`src/rtl/danger_spawner_pkg.sv`:
```
// danger_spawner_pkg: obstacle type codes, sprite geometry, screen constants,
// spawner FSM states and the LFSR-to-type mapping shared by the spawner files.
package danger_spawner_pkg;

  typedef enum logic [2:0] {
    LOW_BIRD     = 3'd0,
    HIGH_BIRD    = 3'd1,
    SMALL_CACTUS = 3'd2,
    MANY_CACTUS  = 3'd3,
    BIG_CACTUS   = 3'd4,
    NOTHING      = 3'd5
  } danger_type_e;

  typedef enum logic [1:0] {
    ST_IDLE = 2'd0,
    ST_RUN  = 2'd1,
    ST_HALT = 2'd2
  } spawn_state_e;

  localparam int SCREEN_W = 640;
  localparam int GROUND   = 298;

  // Sprite geometry; the widest sprite (big cactus) sets the spawn x.
  localparam int BIRD_W         = 46;
  localparam int BIRD_H         = 40;
  localparam int SMALL_CACTUS_W = 17;
  localparam int SMALL_CACTUS_H = 35;
  localparam int MANY_CACTUS_W  = 51;
  localparam int MANY_CACTUS_H  = 35;
  localparam int BIG_CACTUS_W   = 77;
  localparam int BIG_CACTUS_H   = 50;

  localparam int SLOTS = 3;

  // Three random bits to an obstacle type; codes 5..7 fold back onto cacti.
  function automatic danger_type_e map_type(input logic [2:0] r);
    danger_type_e t;
    case (r)
      3'd0:    t = LOW_BIRD;
      3'd1:    t = HIGH_BIRD;
      3'd2:    t = SMALL_CACTUS;
      3'd3:    t = MANY_CACTUS;
      3'd4:    t = BIG_CACTUS;
      3'd5:    t = SMALL_CACTUS;
      3'd6:    t = MANY_CACTUS;
      default: t = BIG_CACTUS;
    endcase
    return t;
  endfunction

endpackage

```
`src/rtl/danger_lfsr16.sv`:
```
// danger_lfsr16: 16-bit Fibonacci LFSR, taps 16,14,13,11, shifting left.
// Steps once per enabled cycle; reset loads SEED (must be nonzero).
module danger_lfsr16
  import danger_spawner_pkg::*;
#(
  parameter logic [15:0] SEED = 16'hACE1
) (
  input  logic        clk,
  input  logic        rst,
  input  logic        i_en,
  output logic [15:0] o_state
);

  logic [15:0] r_state;
  logic        w_fb;

  assign w_fb = r_state[15] ^ r_state[13] ^ r_state[12] ^ r_state[10];

  // Shift in the feedback bit on each enabled cycle.
  always_ff @(posedge clk or posedge rst) begin
    if (rst) begin
      r_state <= SEED;
    end else if (i_en) begin
      r_state <= {r_state[14:0], w_fb};
    end
  end

  assign o_state = r_state;

endmodule

```
`src/rtl/danger_spawner.sv`:
```
// danger_spawner: owns three obstacle slots, scrolls them left by `speed`
// once per frame tick, retires those that leave the screen and spawns new
// ones at SPAWN_X with LFSR-chosen type and gap.
// Build option: define DANGER_BIRD_EN to allow bird types to spawn; without
// it, birds are remapped to cacti.
// Type and gap for a spawn are taken from the LFSR value before that tick's
// advance.
module danger_spawner
  import danger_spawner_pkg::*;
#(
  parameter int          SPAWN_X   = 717,
  parameter int          MIN_GAP   = 40,
  parameter logic [15:0] LFSR_SEED = 16'hACE1
) (
  input  logic       clk,
  input  logic       rst,
  input  logic       frame_tick,
  input  logic       run,
  input  logic       clear,
  input  logic [3:0] speed,
  output logic [9:0] danger_pos1,
  output logic [9:0] danger_pos2,
  output logic [9:0] danger_pos3,
  output logic [2:0] danger_type1,
  output logic [2:0] danger_type2,
  output logic [2:0] danger_type3,
  output logic       danger_en1,
  output logic       danger_en2,
  output logic       danger_en3,
  output logic       spawn_pulse
);

  localparam int GAP_W = $clog2(MIN_GAP + 64);

  spawn_state_e     r_state;
  spawn_state_e     w_state_next;
  logic             w_step;
  logic [15:0]      w_lfsr;
  logic             w_unused_lfsr_hi;
  logic [GAP_W-1:0] r_gap;
  logic             r_spawn;
  logic             w_spawn;
  danger_type_e     w_mapped_type;
  danger_type_e     w_new_type;
  logic [9:0]       w_pos [SLOTS];
  danger_type_e     w_type [SLOTS];
  logic [SLOTS-1:0] w_en;
  logic [SLOTS-1:0] w_target;

  // Only the low nine bits pick type and gap; the rest only feed the sequence.
  assign w_unused_lfsr_hi = ^w_lfsr[15:9];

  danger_lfsr16 #(.SEED(LFSR_SEED)) u_lfsr (
    .clk     (clk),
    .rst     (rst),
    .i_en    (w_step),
    .o_state (w_lfsr)
  );

  // FSM state register.
  always_ff @(posedge clk or posedge rst) begin
    if (rst) begin
      r_state <= ST_IDLE;
    end else begin
      r_state <= w_state_next;
    end
  end

  // FSM next state: clear always wins, run=0 halts a running game.
  always_comb begin
    w_state_next = r_state;
    if (clear) begin
      w_state_next = ST_IDLE;
    end else begin
      case (r_state)
        ST_IDLE: if (frame_tick && run) w_state_next = ST_RUN;
        ST_RUN:  if (!run)              w_state_next = ST_HALT;
        ST_HALT: if (frame_tick && run) w_state_next = ST_RUN;
        default: w_state_next = ST_IDLE;
      endcase
    end
  end

  // FSM output: a game step happens on any tick that lands in (or stays in) RUN.
  always_comb begin
    w_step = 1'b0;
    if (frame_tick && (w_state_next == ST_RUN)) begin
      w_step = 1'b1;
    end
  end

  assign w_mapped_type = map_type(w_lfsr[2:0]);

`ifdef DANGER_BIRD_EN
  assign w_new_type = w_mapped_type;
`else
  // Bird-free build: low bird becomes small cactus, high bird many cactus.
  always_comb begin
    w_new_type = w_mapped_type;
    if (w_mapped_type == LOW_BIRD) begin
      w_new_type = SMALL_CACTUS;
    end else if (w_mapped_type == HIGH_BIRD) begin
      w_new_type = MANY_CACTUS;
    end
  end
`endif

  // Occupancy is sampled before this tick's retirements, so a slot freed now
  // is only reused on a later tick.
  assign w_spawn = w_step && (r_gap == '0) && !(&w_en);

  generate
    for (genvar gi = 0; gi < SLOTS; gi++) begin : g_slot
      localparam logic [SLOTS-1:0] LOWER = SLOTS'((1 << gi) - 1);

      logic [9:0]   r_pos;
      danger_type_e r_type;
      logic         r_en;

      // Lowest-index free slot takes the spawn.
      assign w_target[gi] = w_spawn && !r_en && ((w_en & LOWER) == LOWER);

      // Per-slot spawn, scroll and retire; a fresh spawn is not moved.
      always_ff @(posedge clk or posedge rst) begin
        if (rst) begin
          r_pos  <= '0;
          r_type <= NOTHING;
          r_en   <= 1'b0;
        end else if (clear) begin
          r_pos  <= '0;
          r_type <= NOTHING;
          r_en   <= 1'b0;
        end else if (w_step) begin
          if (w_target[gi]) begin
            r_pos  <= 10'(SPAWN_X);
            r_type <= w_new_type;
            r_en   <= 1'b1;
          end else if (r_en) begin
            if (r_pos <= {6'd0, speed}) begin
              r_pos  <= '0;
              r_type <= NOTHING;
              r_en   <= 1'b0;
            end else begin
              r_pos <= r_pos - {6'd0, speed};
            end
          end
        end
      end

      assign w_pos[gi]  = r_pos;
      assign w_type[gi] = r_type;
      assign w_en[gi]   = r_en;
    end
  endgenerate

  // Gap counter and spawn strobe; the counter parks at zero while slots are full.
  always_ff @(posedge clk or posedge rst) begin
    if (rst) begin
      r_gap   <= GAP_W'(MIN_GAP);
      r_spawn <= 1'b0;
    end else if (clear) begin
      r_gap   <= GAP_W'(MIN_GAP);
      r_spawn <= 1'b0;
    end else begin
      r_spawn <= w_spawn;
      if (w_step) begin
        if (w_spawn) begin
          r_gap <= GAP_W'(MIN_GAP) + GAP_W'(w_lfsr[8:3]);
        end else if (r_gap != '0) begin
          r_gap <= r_gap - 1'b1;
        end
      end
    end
  end

  assign danger_pos1  = w_pos[0];
  assign danger_pos2  = w_pos[1];
  assign danger_pos3  = w_pos[2];
  assign danger_type1 = w_type[0];
  assign danger_type2 = w_type[1];
  assign danger_type3 = w_type[2];
  assign danger_en1   = w_en[0];
  assign danger_en2   = w_en[1];
  assign danger_en3   = w_en[2];
  assign spawn_pulse  = r_spawn;

endmodule

```
`config.mk`:
```
export PLATFORM = sky130hd
export DESIGN_NAME = danger_spawner
export DESIGN_NICKNAME = d
export VERILOG_FILES = /design/src/rtl/danger_spawner_pkg.sv /design/src/rtl/danger_lfsr16.sv /design/src/rtl/danger_spawner.sv
export SDC_FILE = /design/constraint.sdc
export NUM_CORES = 1
export LEC_CHECK = 0
export CAP_MARGIN = 10
export CORE_MARGIN = 1.5
export CORE_UTILIZATION = 55
export CTS_CLUSTER_DIAMETER = 150
export DETAILED_ROUTE_END_ITERATION = 6
export GPL_ROUTABILITY_DRIVEN = 1
export PLACE_DENSITY = 0.91
export RECOVER_POWER = 50
export SLEW_MARGIN = 10
export SYNTH_ARGS = -nofsm -noshare
export SYNTH_HDL_FRONTEND = slang
export SYNTH_SLANG_ARGS = --single-unit
```
`constraint.sdc`:
```
create_clock -name clk -period 3.5 [get_ports clk]
set_clock_uncertainty 0.15 [all_clocks]
set_input_delay 0.35 -clock clk [delete_from_list [all_inputs] [get_ports clk]]
set_output_delay 0.35 -clock clk [all_outputs]
set_load 0.01 [all_outputs]
```
==> impl_metrics.csv, run 1 <==
group,metric,value,unit
run_status,status,"finished with violations",
run_status,violations,"capacitance limit, slew limit",
hold_path,hold_depth,2,
place,portBuffers,51,
global_route,grt_pass1_vias,3645,
cells_and_area,layout-drive-gt1-share,11.0,%
logic_synthesis,yosysTopAreaCellShare,33.2,%
logic_synthesis,syn-num-nets,470,
die,die_area,0.00763,mm^2
route,drtIter0Drc,256,
die,die_x,87.4,um
global_route,grt_overflow_total,0,
die,core,0.00683,mm^2
logic_synthesis,ys_seq_elements,68,
place,hpwl,7150,um
sta,hold_viol,0,
global_route,grt_pass1_wl,17100,um
pwr,leakagePower,2.11,nW
route,vias,3688,
setup_path,worst-r2r-setup-slack,0.44,ns
place,place_area,0.00457,mm^2
cts,path_clk_slew,0.08,ns
setup_path,crit_path_end_kind,"flop",
logic_synthesis,synth_area_leaders,"dfrtp_1 (33%), dfstp_2 (11%), nand2_1 (7.6%)",
hold_path,worstHoldEndpoint,"u_lfsr.o_state[15]",
cells_and_area,n_antenna_cell,0,
setup_path,cp_slowest_stage_delay,0.53,ns
logic_synthesis,synthCells,444,
pwr,worst_ir_drop_vdd,0.438,mV
setup_path,cp.required,3.58,ns
setup_path,critPathBufInv,1,
cts,postCtsHoldBufs,0,
logic_synthesis,synth_seq_area_share,44.0,%
cts,post_cts_buffers,0,
setup_path,start_kind,"flop",
cts,cts.repair.resized,0,
logic_synthesis,synthesis.area,0.00392,mm^2
cts,htreeDepth,3,
setup_path,crit_chain,"inv_1, ha_1, or4b_4, o41ai_2, a21oi_1, or4b_1, a31oi_1, o21ai_1",
setup_path,r2r_cells,8,
logic_synthesis,post_synth_num_cell_types,59,
sta,max_slew_margin,-22.3,%
cts,clock_sinks,68,
place,gp_congestion,0.980,
global_route,grt_max_degree,48,
global_route,antenna_found_initial,0,
setup_path,crit_path_max_fanout,10,
die,rows,30,
hold_path,min_from,"u_lfsr.o_state[15]",
cells_and_area,area_growth_syn_to_layout,21.6,%
sta,setup_tns,0,ns
setup_path,regToRegEndpoint,"danger_pos3[6]",
pwr,power_density,554,mW/mm^2
pwr,fin_total_pwr,2.64,mW
sta,min_period,3.06,ns
sta,setup_viol,0,
route,wl_per_cell,17.3,um
die,die_h,87.4,um
logic_synthesis,synth_warnings,0,
cells_and_area,nFillCells,534,
setup_path,critPathTopFamily,"simple AND/OR/NAND/NOR gates",
die,pin_count,52,
route,drc,0,
setup_path,critPathArrivalTime,3.14,ns
setup_path,cp_slowest_cell,"or4b_1",
setup_path,crit_type,"reg -> reg",
route,drtPass1Iterations,5,
global_route,track_usage,28.7,%
cts,max-clock-path-buffers,2,
cts,cts_buffers,9,
route,via_per_inst,6.12,
sta,max_freq,0.327,GHz
logic_synthesis,synthArstFlopShare,100,%
sta,finalCritPeriodShare,87.4,%
logic_synthesis,synth_ff_type,"dfrtp_1",
cells_and_area,multi_input_area,0.00202,mm^2
cts,insertion_delay,0.36,ns
cells_and_area,design_area,0.00476,mm^2
route,finalWirelength,10400,um
cts,cts-root-buf,"clkbuf_8",
sta,fin_hold_ws,0.317,ns
logic_synthesis,synth-edff-count,0,
sta,tightest_slew,1.83,ns
sta,rsz0062_at_grt,"false",
cells_and_area,seq_area,0.00172,mm^2
cts,tritoncts,"built",
route,ant_nets,0,
logic_synthesis,synth_area_per_cell,8.82,um^2
setup_path,rr_startpoint,"r_gap[0]",
hold_path,hp-class,"reg -> reg",
die,start_util,57.3,%
sta,final-max-slew-violation-count,48,
logic_synthesis,synth_top_area_cell,"dfrtp_1",
cells_and_area,nets,528,
run,max_cap_viol_count,1,
setup_path,cp_num_cells,8,
metrics by stage:
| step | std cells | utilization, % | setup WS (ns) |
|---|---|---|---|
| 2_1_floorplan | 444 | - | 0.698 |
| 3_3_place_gp | 587 | 66.8 | 0.334 |
| 3_5_place_dp | 587 | 66.8 | 0.249 |
| 4_1_cts | 603 | 70.0 | 0.503 |
| 5_1_grt | 603 | 69.7 | 0.284 |
| 6_report | 603 | 69.7 | 0.442 |
cell usage in the layout (no fill, tap or decap), types with 7 or more instances in the layout:
cell type         n
a21oi_1          38
buf_4            11
or3_1            12
dfstp_2          16
nor2_1           32
o21ai_0          27
dfrtp_1          52
clkdlybuf4s50_1  47
nand3_1           7
ha_1             14
nor4_1            8
o21ai_1           8
inv_1            19
nand2_1          79
nor3_1           16
clkbuf_8          9
layer usage:
layer	GRT usage, %	routed length [um]
met1	37.2	4400
met2	45.9	4950
met3	5.02	785
met4	15.2	274
met5	0	0
registers in the layout, indices dropped and copies added, names as in the netlist:
signal / count
danger_pos3: 10
danger_en2: 1
danger_pos2: 10
spawn_pulse: 1
r_gap: 7
danger_en1: 1
danger_type3: 3
danger_en3: 1
danger_type2: 3
danger_pos1: 10
danger_type1: 3
u_lfsr.o_state: 16
r_state: 2
cells by family (layout without fill, tap and decap cells):
| group | Yosys count | in the layout | synth area share [%] |
|---|---|---|---|
| flip-flops | 68 | 68 | 44.0 |
| XOR/XNOR | 10 | 10 | 2.24 |
| multiplexers | 4 | 4 | 1.05 |
| AND/OR/NAND/NOR | 181 | 181 | 22.1 |
| AO/OA/AOI/OAI | 125 | 125 | 20.2 |
| adder cells (fa/ha/maj) | 17 | 17 | 6.01 |
| buffers and inverters | 39 | 102 | 4.38 |
synthesized netlist by cell type, types with 2 or more instances:
library cell,instances
or3_1,12
ha_1,14
dfrtp_1,52
o311ai_0,3
nor4_1,8
a211oi_1,3
xnor2_1,6
a21oi_1,38
fa_1,3
a31o_2,3
o21a_1,4
nor2_1,32
a22o_1,3
nand2b_1,4
xor2_1,4
dfstp_2,16
buf_2,2
o31ai_1,6
o2bb2ai_1,2
clkbuf_1,12
nand4_1,4
a31oi_1,5
o21ai_1,8
nand3_1,7
o21ai_0,27
buf_6,3
a211o_1,2
or2_2,2
a21o_1,5
buf_1,3
or4_1,2
inv_1,19
nor2b_1,6
nor3_1,16
mux2i_1,3
nand2_1,79
o31a_1,4
where the power goes:
| group | switching (mW) | total, mW | internal (mW) |
|---|---|---|---|
| registers | 0.0903 | 0.947 | 0.856 |
| logic | 0.534 | 0.970 | 0.436 |
| clock network | 0.325 | 0.723 | 0.398 |
tightest hold or removal path, delay by kind of cell (launching register included):
kind | cells | cell delay, ns
flip-flops | 1 | 0.38
AND/OR/NAND/NOR | 2 | 0.09
worst max path at each step:
| stage | slack [ns] | startpoint | to |
|---|---|---|---|
| 2_1_floorplan | 0.70 | danger_pos2[0] | danger_pos2[8] |
| 3_3_place_gp | 0.33 | speed[1] | danger_pos1[7] |
| 3_5_place_dp | 0.25 | speed[1] | danger_pos1[7] |
| 4_1_cts | 0.50 | r_gap[0] | danger_pos3[6] |
| 5_1_grt | 0.28 | r_gap[0] | danger_pos3[6] |
| 6_report | 0.44 | r_gap[0] | danger_pos3[6] |
layout make-up:
class | instances | area share [%]
well taps | 96 | 2.52
multi-input cells | 337 | 42.5
clock inverters | 7 | 1.92
repair buffers | 67 | 12.8
flip-flops and latches | 68 | 36.2
inverters | 19 | 1.50
clock buffers | 9 | 2.60
Note: power is estimated with default switching activity, not from simulation.
==> inputs of run 2 (changes only) <==
--- a/config.mk
+++ b/config.mk
@@ -11,9 +11,10 @@
 export CTS_CLUSTER_DIAMETER = 150
 export DETAILED_ROUTE_END_ITERATION = 6
 export GPL_ROUTABILITY_DRIVEN = 1
+export GPL_TIMING_DRIVEN = 0
 export PLACE_DENSITY = 0.91
 export RECOVER_POWER = 50
-export SLEW_MARGIN = 10
+export SLEW_MARGIN = 20
 export SYNTH_ARGS = -nofsm -noshare
 export SYNTH_HDL_FRONTEND = slang
 export SYNTH_SLANG_ARGS = --single-unit
==> run 2 against run 1 <==
  * The run now ends clean
  * Highest routed layer unchanged
  * Critical path depth up 2
  * Critical path type is now in -> reg
  * Routed wire length down 4.4%
  * Count of clock-buffer cells in the layout unchanged
  * Via count down 0.87%
  * Design area up 0.60%
  * Die area unchanged
  * Critical endpoint is now danger_pos2[8]
==> impl_metrics.csv, run 2 (same netlist as run 1, synthesis figures left out) <==
group,metric,value,unit
cells_and_area,nFillCells,532,
setup_path,crit_type,"in -> reg",
die,core,0.00683,mm^2
sta,hold_viol,0,
pwr,worst_ir_drop_vdd,0.333,mV
cts,cts.repair.resized,0,
sta,max_freq,0.310,GHz
global_route,antenna_found_initial,0,
global_route,grt_pass1_vias,3557,
route,drtIter0Drc,208,
pwr,power_density,555,mW/mm^2
cells_and_area,n_antenna_cell,0,
cells_and_area,nets,533,
cells_and_area,area_growth_syn_to_layout,22.4,%
sta,min_period,3.23,ns
sta,tightest_slew,1.19,ns
die,pin_count,52,
place,place_ws,-0.0628,ns
cells_and_area,multi_input_area,0.00202,mm^2
cts,htreeDepth,3,
setup_path,start_kind,"input port",
cts,max-clock-path-buffers,2,
sta,rsz0062_at_grt,"false",
pwr,leakagePower,2.15,nW
route,drtPass1Iterations,5,
run_status,status,"finished clean",
cells_and_area,layout-drive-gt1-share,10.2,%
route,vias,3656,
sta,fin_ws,0.273,ns
cells_and_area,fin_cells,608,
cts,insertion_delay,0.35,ns
pwr,fin_total_pwr,2.66,mW
setup_path,crit_path_end_kind,"flop",
sta,finalCritPeriodShare,92.2,%
route,wl_per_cell,16.4,um
cells_and_area,final_util,70.1,%
cells_and_area,largest_reg_flops,16,
setup_path,cp.required,3.63,ns
hold_path,hp-class,"reg -> reg",
cts,cts_buffers,9,
route,finalWirelength,9940,um
cells_and_area,final_cell_mix,"nand2_1 (79), dfrtp_1 (52), a21oi_1 (38)",
die,die_x,87.4,um
global_route,grt_overflow_total,0,
cts,clock_sinks,68,
place,hpwl,7060,um
die,start_util,57.3,%
cts,cts-root-buf,"clkbuf_8",
sta,setup_viol,0,
sta,final-max-slew-violation-count,0,
global_route,grt_max_degree,43,
route,ant_nets,0,
route,drc,0,
place,dp_cells,592,
global_route,track_usage,28.1,%
die,rows,30,
cts,path_clk_slew,0.08,ns
setup_path,critPathArrivalTime,3.36,ns
cts,post_cts_buffers,0,
cts,tritoncts,"built",
place,gp_congestion,0.922,
die,die_area,0.00763,mm^2
sta,max_slew_margin,20.1,%
cells_and_area,seq_area,0.00172,mm^2
run,max_cap_viol_count,0,
die,die_h,87.4,um
global_route,grt_pass1_wl,16700,um
place,portBuffers,51,
cells_and_area,final_common_cell,"nand2_1",
cts,postCtsHoldBufs,0,
route,via_per_inst,6.01,
setup_path,crit_path_max_fanout,8,
==> run 2: cell types whose count changed in the layout (fill, tap and decap cells not counted), sizes merged, moves of 2 or more <==
cell           before  now
clkinvlp            1    3
dlygate4sd3         4   22
clkinv              4    2
clkbuf             14   22
buf                11    8
clkdlybuf4s50      47   29
==> run 2: report_power, final <==
part	switching, mW	internal, mW
clock	0.316	0.470
combinational	0.535	0.401
sequential	0.0781	0.856
==> run 2: path summary, 6_finish.rpt <==
check                                    from            endpoint  slack [ns]  cells past startpoint
setup / recovery                     speed[0]      danger_pos2[8]        0.27                     10
hold / removal             u_lfsr.o_state[11]  u_lfsr.o_state[11]        0.32                      2
min in group asynchronous                 rst      danger_pos3[1]        0.54                      2
max in group asynchronous                 rst      danger_pos1[6]        1.15                      3
hold reg to reg            u_lfsr.o_state[11]  u_lfsr.o_state[11]        0.32                      2
setup reg to reg                     r_gap[0]      danger_pos3[8]        0.40                     10
==> run 2: metrics by stage <==
step	setup TNS (ns)	hold WS, ns	cell area [um^2]
after floorplan	0	0.289	3920
after global placement	-0.0326	0.300	4550
after detailed placement	-0.0845	0.312	4570
after CTS	0	0.194	4810
after global routing	0	0.333	4790
final	0	0.317	4790
==> run 2: critical path, cell delays in order <==
cell and delay, ns:
clkdlybuf4s50_1 0.51, ha_1 0.28, fa_1 0.40, nand2b_1 0.16
a21oi_1 0.35, a211oi_2 0.25, or3_1 0.39, clkbuf_1 0.18
or3_1 0.35, o2bb2ai_1 0.14
==> run 2: layout make-up <==
| class | instances | share of cell area (%) |
|---|---|---|
| Multi-Input combinational cell | 337 | 42.2 |
| Sequential cell | 68 | 35.9 |
| Timing Repair Buffer | 52 | 10.8 |
| Clock buffer | 9 | 2.59 |
| Tap cell | 96 | 2.51 |
| Clock inverter | 7 | 2.40 |
| Buffer | 20 | 2.09 |
| Inverter | 19 | 1.51 |
==> run 2: routing by layer <==
layer | up-vias | GRT usage (%) | part of all wire, %
li1 | 1715 | - | -
met1 | 1753 | 36.8 | 42
met2 | 164 | 47.3 | 49
met3 | 24 | 4.45 | 6.7
met4 | 0 | 9.96 | 1.9
met5 | - | 0 | 0
==> inputs of run 3 (changes only) <==
--- a/config.mk
+++ b/config.mk
@@ -6,14 +6,17 @@
 export NUM_CORES = 1
 export LEC_CHECK = 0
 export CAP_MARGIN = 10
+export CELL_PAD_IN_SITES_DETAIL_PLACEMENT = 1
+export CELL_PAD_IN_SITES_GLOBAL_PLACEMENT = 1
 export CORE_MARGIN = 1.5
-export CORE_UTILIZATION = 55
+export CORE_UTILIZATION = 42
 export CTS_CLUSTER_DIAMETER = 150
 export DETAILED_ROUTE_END_ITERATION = 6
 export GPL_ROUTABILITY_DRIVEN = 1
 export GPL_TIMING_DRIVEN = 0
 export PLACE_DENSITY = 0.91
 export RECOVER_POWER = 50
+export SETUP_SLACK_MARGIN = 0.5
 export SLEW_MARGIN = 20
 export SYNTH_ARGS = -nofsm -noshare
 export SYNTH_HDL_FRONTEND = slang
==> run 3 against run 2 <==
  * Worst setup slack gained 0.34 ns
  * Largest cell class unchanged
  * Via count grew 1.8%
  * Maximum frequency grew 12%
  * First-iteration DRC count shrank 53%
  * Die area grew 30%
  * Sequential share of layout area shrank 0.82 points
==> impl_metrics.csv, run 3 (same netlist as run 1, synthesis figures left out) <==
group,metric,value,unit
run_status,status,"finished clean",
route,drtIter0Drc,98,
setup_path,rr_startpoint,"r_gap[0]",
place,gp_congestion,0.949,
setup_path,critPathArrivalTime,2.97,ns
route,drtPass1Iterations,4,
pwr,fin_total_pwr,2.62,mW
cts,tritoncts,"built",
pwr,leakagePower,2.19,nW
route,finalWirelength,11900,um
die,core,0.00915,mm^2
setup_path,cp.required,3.58,ns
cts,cts_buffers,9,
sta,setup_tns,0,ns
cells_and_area,final_common_cell,"nand2_1",
hold_path,min_from,"u_lfsr.o_state[11]",
sta,max_slew_margin,19.3,%
setup_path,regToRegEndpoint,"danger_pos1[7]",
cts,htreeDepth,3,
setup_path,crit_chain,"inv_1, ha_1, or4b_4, or3_1, buf_6, a21oi_4, nor2_1, o311ai_1, o21ai_0",
cells_and_area,area_growth_syn_to_layout,25.2,%
route,vias,3720,
cts,path_clk_slew,0.08,ns
route,wl_per_cell,19.0,um
die,rows,35,
place,place_area,0.00459,mm^2
hold_path,hold_depth,2,
sta,max_freq,0.346,GHz
setup_path,worst-r2r-setup-slack,0.61,ns
hold_path,hp-class,"reg -> reg",
die,start_util,42.8,%
global_route,track_usage,25.1,%
sta,hold_viol,0,
setup_path,cp_slowest_stage_delay,0.53,ns
route,drc,0,
sta,final-max-slew-violation-count,0,
cells_and_area,n_antenna_cell,0,
cts,cts-root-buf,"clkbuf_8",
cells_and_area,fin_cells,628,
run,max_cap_viol_count,0,
global_route,grt_overflow_total,0,
place,dp_cells,607,
cells_and_area,layout-drive-gt1-share,13.0,%
setup_path,cp_slowest_cell,"or4b_4",
cells_and_area,final_cell_mix,"nand2_1 (79), dfrtp_1 (52), a21oi_1 (34)",
setup_path,start_kind,"flop",
setup_path,crit_path_end_kind,"flop",
setup_path,r2r_cells,9,
die,die_h,99.5,um
global_route,grt_max_degree,43,
place,hpwl,8420,um
pwr,power_density,535,mW/mm^2
hold_path,worstHoldEndpoint,"u_lfsr.o_state[11]",
sta,setup_viol,0,
setup_path,crit_type,"reg -> reg",
cts,insertion_delay,0.37,ns
cts,clock_sinks,68,
setup_path,crit_path_max_fanout,7,
global_route,grt_pass1_wl,19600,um
cells_and_area,final_util,53.6,%
sta,finalCritPeriodShare,82.5,%
place,portBuffers,51,
cells_and_area,design_area,0.00490,mm^2
cells_and_area,largest_reg_flops,16,
die,die_x,99.5,um
cells_and_area,nets,538,
die,die_area,0.00991,mm^2
route,via_per_inst,5.92,
pwr,worst_ir_drop_vdd,0.331,mV
die,pin_count,52,
cts,postCtsHoldBufs,0,
setup_path,cp-startpoint,"r_gap[0]",
sta,tightest_slew,1.20,ns
cts,max-clock-path-buffers,2,
global_route,antenna_found_initial,0,
route,ant_nets,0,
sta,min_period,2.89,ns
global_route,grt_pass1_vias,3996,
sta,rsz0062_at_grt,"true",
## run 3: cell count changes in the layout (fill, tap and decap cells not counted), moves of 2 or more
cell             delta
buf_4               +6
clkbuf_8            +2
a21oi_4             +3
bufinv_16           -2
clkdlybuf4s50_1     -2
a21oi_1             -4
## run 3: area by class of cell
class	count	area [um^2]
clock buffer	12	155
multi-input combinational	337	2110
buffer	20	105
sequential	68	1720
fill	1079	4250
tap	111	139
timing repair buffer	57	554
clock inverter	4	47.5
inverter	19	72.6
## run 3: critical path, delay by kind of cell, from the launching register on
kind | cells | cell delay (ns)
buf+inv | 2 | 0.25
flops | 1 | 0.38
fa+ha+maj | 1 | 0.19
simple gates | 3 | 1.06
compound gates | 3 | 0.72
## run 3: metrics by stage
step	setup slack, ns	hold WS, ns
after floorplan	0.698	0.289
after global placement	-0.104	0.297
after detailed placement	-0.200	0.313
after CTS	0.504	0.181
after global routing	0.486	0.348
final	0.612	0.320
## run 3: worst max path at each step
stage / to / slack (ns) / cells past startpoint
after floorplan: danger_pos2[8] / 0.70 / 10
after global placement: danger_pos2[8] / -0.10 / 10
after detailed placement: danger_pos2[8] / -0.20 / 10
after CTS: danger_pos1[1] / 0.50 / 10
after global routing: danger_pos1[7] / 0.49 / 9
final: danger_pos1[7] / 0.61 / 9
## run 3: timing repair
item | in CTS | in global routing
setup endpoints to repair | 20 | 16
gates resized for setup | 12 | 11
setup buffers | 2 | 3
pin swaps | 2 | 3
gates cloned | 0 | 0
## run 3: layer usage
layer / wire, um / vias to the layer above / part of all wire, % / global-route usage [%]
met5: 0 / - / 0 / 0
li1: - / 1728 / - / -
met3: 383 / 30 / 3.2 / 3.94
met2: 6100 / 79 / 51 / 44.2
met4: 344 / 0 / 2.9 / 10.7
met1: 5080 / 1883 / 43 / 30.6
## run 3: power by group
group          leakage (nW)  internal (mW)  switching (mW)  total (mW)
clock                 0.102          0.366           0.327       0.693
combinational          1.21          0.420           0.573       0.993
sequential            0.882          0.856          0.0791       0.936
